$ cat src/rtl/led_matrix_pkg.sv
// Shared constants and types for the 8x8 LED matrix row scanner.
package led_matrix_pkg;

  localparam int unsigned ROWS = 8;
  localparam int unsigned COLS = 8;

  localparam logic [7:0] COL_OFF = 8'hFF;
  localparam logic [7:0] ROW_OFF = 8'h00;

  typedef enum logic {
    BLANK = 1'b0,
    ON    = 1'b1
  } phase_t;

endpackage

$ cat src/rtl/led_scan_timer.sv
// Row-slot timebase: tick within the slot, current row, and blank/on phase.
module led_scan_timer
  import led_matrix_pkg::*;
#(
  parameter  int unsigned ROW_TICKS   = 1024,
  parameter  int unsigned BLANK_TICKS = 16,
  localparam int unsigned TW          = $clog2(ROW_TICKS)
) (
  input  logic          clock,
  input  logic          reset,
  output logic [TW-1:0] tick,
  output logic [2:0]    row_idx,
  output phase_t        phase,
  output logic          slot_start,
  output logic          frame_end
);

  // Free-running tick counter; row advances on each slot wrap.
  always_ff @(posedge clock or posedge reset) begin
    if (reset) begin
      tick    <= '0;
      row_idx <= '0;
    end else if (tick == TW'(ROW_TICKS - 1)) begin
      tick    <= '0;
      row_idx <= row_idx + 3'd1;
    end else begin
      tick    <= tick + TW'(1);
    end
  end

  // Phase and slot/frame markers decoded from the counters.
  always_comb begin
    phase      = (tick < TW'(BLANK_TICKS)) ? BLANK : ON;
    slot_start = (tick == '0);
    frame_end  = (tick == TW'(ROW_TICKS - 1)) && (row_idx == 3'd7);
  end

endmodule

$ cat src/rtl/led_matrix_scanner.sv
// Double-buffered 8x8 LED matrix row scanner with blanking and 4-bit PWM.
module led_matrix_scanner
  import led_matrix_pkg::*;
#(
  parameter int unsigned ROW_TICKS   = 1024,
  parameter int unsigned BLANK_TICKS = 16
) (
  input  logic        clock,
  input  logic        reset,
  input  logic [63:0] data,
  input  logic        load,
  input  logic        oe,
  input  logic [3:0]  brightness,
  output logic [7:0]  row,
  output logic [7:0]  column,
  output logic        frame_start
);

  localparam int unsigned TW = $clog2(ROW_TICKS);

  logic [TW-1:0] tick;
  logic [2:0]    row_idx;
  phase_t        phase;
  logic          slot_start;
  logic          frame_end;

  logic [63:0]   active;
  logic [63:0]   pending;
  logic          pending_valid;
  logic [3:0]    bright_q;

  logic          lit;
  logic [7:0]    row_d;
  logic [7:0]    column_d;

  led_scan_timer #(
    .ROW_TICKS  (ROW_TICKS),
    .BLANK_TICKS(BLANK_TICKS)
  ) u_timer (
    .clock     (clock),
    .reset     (reset),
    .tick      (tick),
    .row_idx   (row_idx),
    .phase     (phase),
    .slot_start(slot_start),
    .frame_end (frame_end)
  );

  // Frame buffers: swap only at the frame boundary; a load on the swap
  // cycle lands in pending after the swap has consumed the old value.
  always_ff @(posedge clock or posedge reset) begin
    if (reset) begin
      active        <= '0;
      pending       <= '0;
      pending_valid <= 1'b0;
    end else begin
      if (frame_end && pending_valid) begin
        active <= pending;
      end
      if (load) begin
        pending       <= data;
        pending_valid <= 1'b1;
      end else if (frame_end) begin
        pending_valid <= 1'b0;
      end
    end
  end

  // Brightness is latched once per slot so PWM duty never changes mid-row.
  always_ff @(posedge clock or posedge reset) begin
    if (reset) begin
      bright_q <= '0;
    end else if (slot_start) begin
      bright_q <= brightness;
    end
  end

  // Next output values from the current timebase, buffer and enable.
  always_comb begin
    lit      = (phase == ON) && oe && (tick[3:0] < bright_q);
    row_d    = ROW_OFF;
    column_d = COL_OFF;
    if (lit) begin
      row_d    = 8'(1) << row_idx;
      column_d = ~active[{row_idx, 3'b000} +: COLS];
    end
  end

  // Registered outputs, one cycle behind the timebase.
  always_ff @(posedge clock or posedge reset) begin
    if (reset) begin
      row         <= ROW_OFF;
      column      <= COL_OFF;
      frame_start <= 1'b0;
    end else begin
      row         <= row_d;
      column      <= column_d;
      frame_start <= slot_start && (row_idx == 3'd0);
    end
  end

endmodule

$ cat config.mk
export PLATFORM = sky130hd
export DESIGN_NAME = led_matrix_scanner
export DESIGN_NICKNAME = d
export VERILOG_FILES = /design/src/rtl/led_matrix_pkg.sv /design/src/rtl/led_scan_timer.sv /design/src/rtl/led_matrix_scanner.sv
export SDC_FILE = /design/constraint.sdc
export NUM_CORES = 1
export LEC_CHECK = 0
export CELL_PAD_IN_SITES_DETAIL_PLACEMENT = 0
export CELL_PAD_IN_SITES_GLOBAL_PLACEMENT = 1
export CORE_MARGIN = 5
export CORE_UTILIZATION = 48
export CTS_BUF_LIST = sky130_fd_sc_hd__clkbuf_4
export CTS_CLUSTER_SIZE = 25
export DETAILED_ROUTE_END_ITERATION = 10
export GPL_TIMING_DRIVEN = 0
export PLACE_DENSITY_LB_ADDON = 0.1
export SLEW_MARGIN = 25
export SYNTH_ARGS = -nofsm -noshare
export SYNTH_HDL_FRONTEND = slang
export SYNTH_SLANG_ARGS = --single-unit
$ cat constraint.sdc
create_clock -name clock -period 8.6 [get_ports clock]
set_clock_uncertainty 0.1 [all_clocks]
set_input_delay 2.58 -clock clock [delete_from_list [all_inputs] [get_ports clock]]
set_output_delay 2.58 -clock clock [all_outputs]
set_load 0.01 [all_outputs]
* Word-level counts from Yosys, hierarchy flattened
Index checks and enable logic that the tools add are counted.
** Cells by class
- Multiplexer cells :: 6
- Equality and inequality tests :: 2
- $lt $le $gt $ge :: 2
- Add/subtract/negate cells :: 2
- Bitwise logic cells :: 1
- Reduce and logical (&&, ||, !) cells :: 8
- Shift-type cells :: 2
** Operator list (number)
- 64-bit by 7-bit indexed part select with 8-bit output :: 1
- 8-bit two-way mux :: 2
- 10-bit by 1-bit adder with 10-bit output (second input constant) :: 1
- 10-bit equality test (second input constant) :: 1
- 10-bit zero test :: 1
- 10-bit by 5-bit less-than comparator with 1-bit output (second input constant) :: 1
- 10-bit two-way mux :: 1
- 8-bit inverter :: 1
- 1-bit by 3-bit left shift with 8-bit output (first input constant) :: 1
- 1-bit logical AND :: 5
- 4-bit less-than comparator :: 1
- 3-bit by 1-bit adder with 3-bit output (second input constant) :: 1
- 3-bit equality test (second input constant) :: 1
- 3-bit zero test :: 1
- 1-bit two-way mux :: 3
- 2-bit nonzero test :: 1
** Storage, ports and cells
- Flip-flop bits (word level) :: 163
- Logic and storage cells :: 32

* Longest topological paths before layout
- Depth in word-level cells :: 5
- Depth in mapped cells :: 6
- Mapped depth without buffers :: 5

* Hierarchy
Synthesis repeated with hierarchy kept, for this count alone.
** Unflattened totals
- Cells, all modules :: 451
- Area, all modules :: 6745.2 µm²
** Modules (own cells, without submodules)
- led_matrix_scanner :: times used 1, cells each 391, area each 6078.3 µm²
- led_scan_timer :: times used 1, cells each 60, area each 666.9 µm²

* Least setup slack after synthesis
Ideal clock, no wire load.
- Kind :: in2reg
- From :: input port load
- To :: register pending[0]
- Arrival time :: 3582 ps
- Required time :: 8375 ps
- Library setup time :: 125 ps
- Setup slack :: 4793 ps
- Cell stages on the path :: 3
- Cells stage by stage :: clkbuf_1 clkbuf_1 mux2_2
** RTL lines
- start, declared :: RTL line led_matrix_scanner.sv:11 : input logic load,
- end signal, assigned :: RTL line led_matrix_scanner.sv:61 : pending <= data;
- end, declared :: RTL line led_matrix_scanner.sv:28 : logic [63:0] pending;
No word-level cell between the ends.

* Worst setup path in the final report
- From :: register column[4]
- To :: output port column[4]
** RTL lines
- start, declared :: RTL line led_matrix_scanner.sv:15 : output logic [7:0] column,
- start signal, assigned :: RTL line led_matrix_scanner.sv:97 : column <= column_d;
No word-level cell between the ends.

==> results.toml <==
[status]
outcome = "finished, final reports clean"

[synthesis]
synthTopCellsByArea = "dfrtp_1 55%, mux2_2 13%, mux2_4 13%, mux4_2 5.1%, dfstp_2 3.0%"
syn_area_um2 = 7030
synth-seq-cells = 163
synth.lib_cells_used.distinct = 39
synth_top_area_cell = "dfrtp_1"
ys_seq_area_share_pct = 58.1
synth_nets = 508
synthCells = 425
syn_avg_cell_area_um2 = 16.5
yosysTopAreaCellShare_pct = 55.2
ys_warn_count = 0

[detailed_routing]
via_per_inst = 5.28
vias = 3846
drtAntennaViolNets = 0
drc = 0
drt_first_pass_iters = 4
drt-total-wl_mm = 13.8
drtIter0Drc = 162
wl_per_cell_um = 18.9

[critical_path]
crit_chain = "clkdlybuf4s50_1"
critPathKind = "reg -> out"
critPathLaunch = "column[4]"
reg2reg_slack_ps = 6430
crit_arrival_ps = 1650
slowest_stage = "dfstp_2"
cp_max_fo = 1
crit_required_ps = 5920
timing.rr.start = "u_timer.tick[1]"
crit_end = "column[4]"
path_delay_family = "flip-flops"
cp.depth = 1
critPathLaunchType = "flop"
cpPeakStageDelay_ps = 570
worstRegToRegCells = 6
regToRegEndpoint = "active[32]"
crit_buf_inv = 1
cp-end-kind = "output pin"

[placed_design]
place_ws_ps = 4190
portBuffers = 87
gp_congestion = 0.745
place_area_um2 = 8170
hpwl_mm = 9.76

[finish]
final_cell_mix = "155 x dfrtp_1, 87 x clkdlybuf4s50_1, 81 x mux2_2, 60 x mux2_4, 22 x clkbuf_4"
n_fill_cell = 1158
finalInstanceArea_um2 = 8470
n_antenna_cell = 0
layout_commonest_cell = "dfrtp_1"
drive_gt1_share_pct = 38.9
area_delta_synth_final_pct = 20.4
layout.nets = 615

[timing]
rsz0062_at_grt = "no"
slew_viol_final = 0
finalCritPeriodShare_pct = 50.3
worst_hold_slack_ps = 385
hold_violations = 0
min_period_ps = 4330
finalSetupTns_ps = 0
fmax_ghz = 0.231
finalWorstSetupSlack_ps = 4270
worst_pin_slew_ps = 699
setup_viol = 0
slew_headroom_pct = 53.4

[grt]
grt_pass1_wl_mm = 22.5
grtUsageMet2_pct = 26.7
use_met1_pct = 24.2
grt.met3_usage_pct = 4.51
grt_pass1_vias = 4319
overflow = 0
grt_max_degree = 87
grt_usage_pct = 17.4
grt.busiest_layer = "met2"
grt_antenna_before_repair = 0

[cts]
numClockSinks = 163
clk_pin_slew_ps = 130
hold_buffers = 0
ctsHtreeMaxLevel = 4
cts_root_buf = "clkbuf_4"
ctsResizeCount = 0
clk_path_buf_depth = 2
cts_tree = "done"
clk_latency_ps = 540
cts_post_setup_buffers_inserted = 0
cts_buffers = 17

[power]
total_power_mw = 1.38
switching_share_pct = 22.4
seqPwrFrac_pct = 58.9
p_clk_share_pct = 34.1
p_switching_uw = 310
p_leak_nw = 3.96
power_frac_comb_pct = 7.0
irDropWorstVdd_mv = 0.105
p_int_mw = 1.07
pwr_density_cell_nw_per_um2 = 163

[die]
ioPinCount = 89
rows = 44
die_h_um = 131
initial_core_util_pct = 48.6
chipWidth_um = 131
dieArea_um2 = 17200
fp.coreArea_um2 = 14500

[min_path]
hp-class = "reg -> reg"

[run]
cap_violations = 0
## registers in the layout (all words and copies together) (netlist names)
register         cells
u_timer.row_idx      3
pending             64
frame_start          1
row                  8
pending_valid        1
u_timer.tick        10
active              64
bright_q             4
column               8
## power by group through the flow
| stage | Combinational [mW] | Clock, mW | Sequential [mW] |
|---|---|---|---|
| finish | 0.0975 | 0.471 | 0.815 |
| global route | 0.109 | 0.516 | 0.820 |
| CTS | 0.100 | 0.485 | 0.816 |
| detailed placement | 0.100 | 0 | 0.831 |
| global placement | 0.0947 | 0 | 0.830 |
| floorplan | 0.0532 | 0 | 0.824 |
## cell families after synthesis
kind of cell	Yosys count	share of synthesized area [%]
adders and majority gates	11	1.96
muxes	158	31.0
AOI/OAI and AO/OA	27	3.13
xor gates and xnor gates	6	0.747
buffers and inverters	33	2.61
DFF	163	58.1
and+or+nand+nor	27	2.37
## cell type report
cell class	instances	area, µm²	area share, %
plain buffers	24	150	1.77
clock buffers	22	165	1.95
clock inverters	10	133	1.57
inverters	9	41.3	0.488
multi-input cells	229	2760	32.6
flip-flops and latches	163	4090	48.3
well taps	184	230	2.72
repair buffers	88	898	10.6
## synth_stat cells, drive strengths merged
cell,count
nand2b,2
nand2,4
mux2,141
o211ai,8
o21ai,2
o211a,2
xnor2,4
or3,1
nor2,5
mux4,16
and3,1
xor2,2
a21o,1
a31oi,2
o31ai,1
a211oi,1
and4,3
ha,11
o21bai,1
nand4,4
nor4,1
mux2i,1
dfstp,8
o2111a,6
and2,1
dfrtp,155
nor2b,1
nand3,3
buf,13
clkbuf,11
inv,9
or4,1
a21oi,3
## layer usage
metal / vias up / share of wire [%]
met5: - / 0
met4: 0 / 1.5
met3: 14 / 4.1
met2: 80 / 47
met1: 1984 / 47
li1: 1768 / -
## metrics by stage
stage          util [%]  instances
2_1_floorplan         -        425
6_report           58.5        729
5_1_grt            58.5        729
3_3_place_gp       56.2        696
3_5_place_dp       56.4        697
4_1_cts            58.5        729
## worst min path at each step
stage / endpoint / slack, ps / cells past startpoint / startpoint
finish: pending_valid / 390 / 1 / pending_valid
CTS: pending_valid / 390 / 1 / pending_valid
floorplan: pending_valid / 340 / 1 / pending_valid
detailed placement: pending_valid / 370 / 1 / pending_valid
global route: pending_valid / 410 / 1 / pending_valid
global placement: pending_valid / 350 / 1 / pending_valid
(Power assumes the default switching activity.)
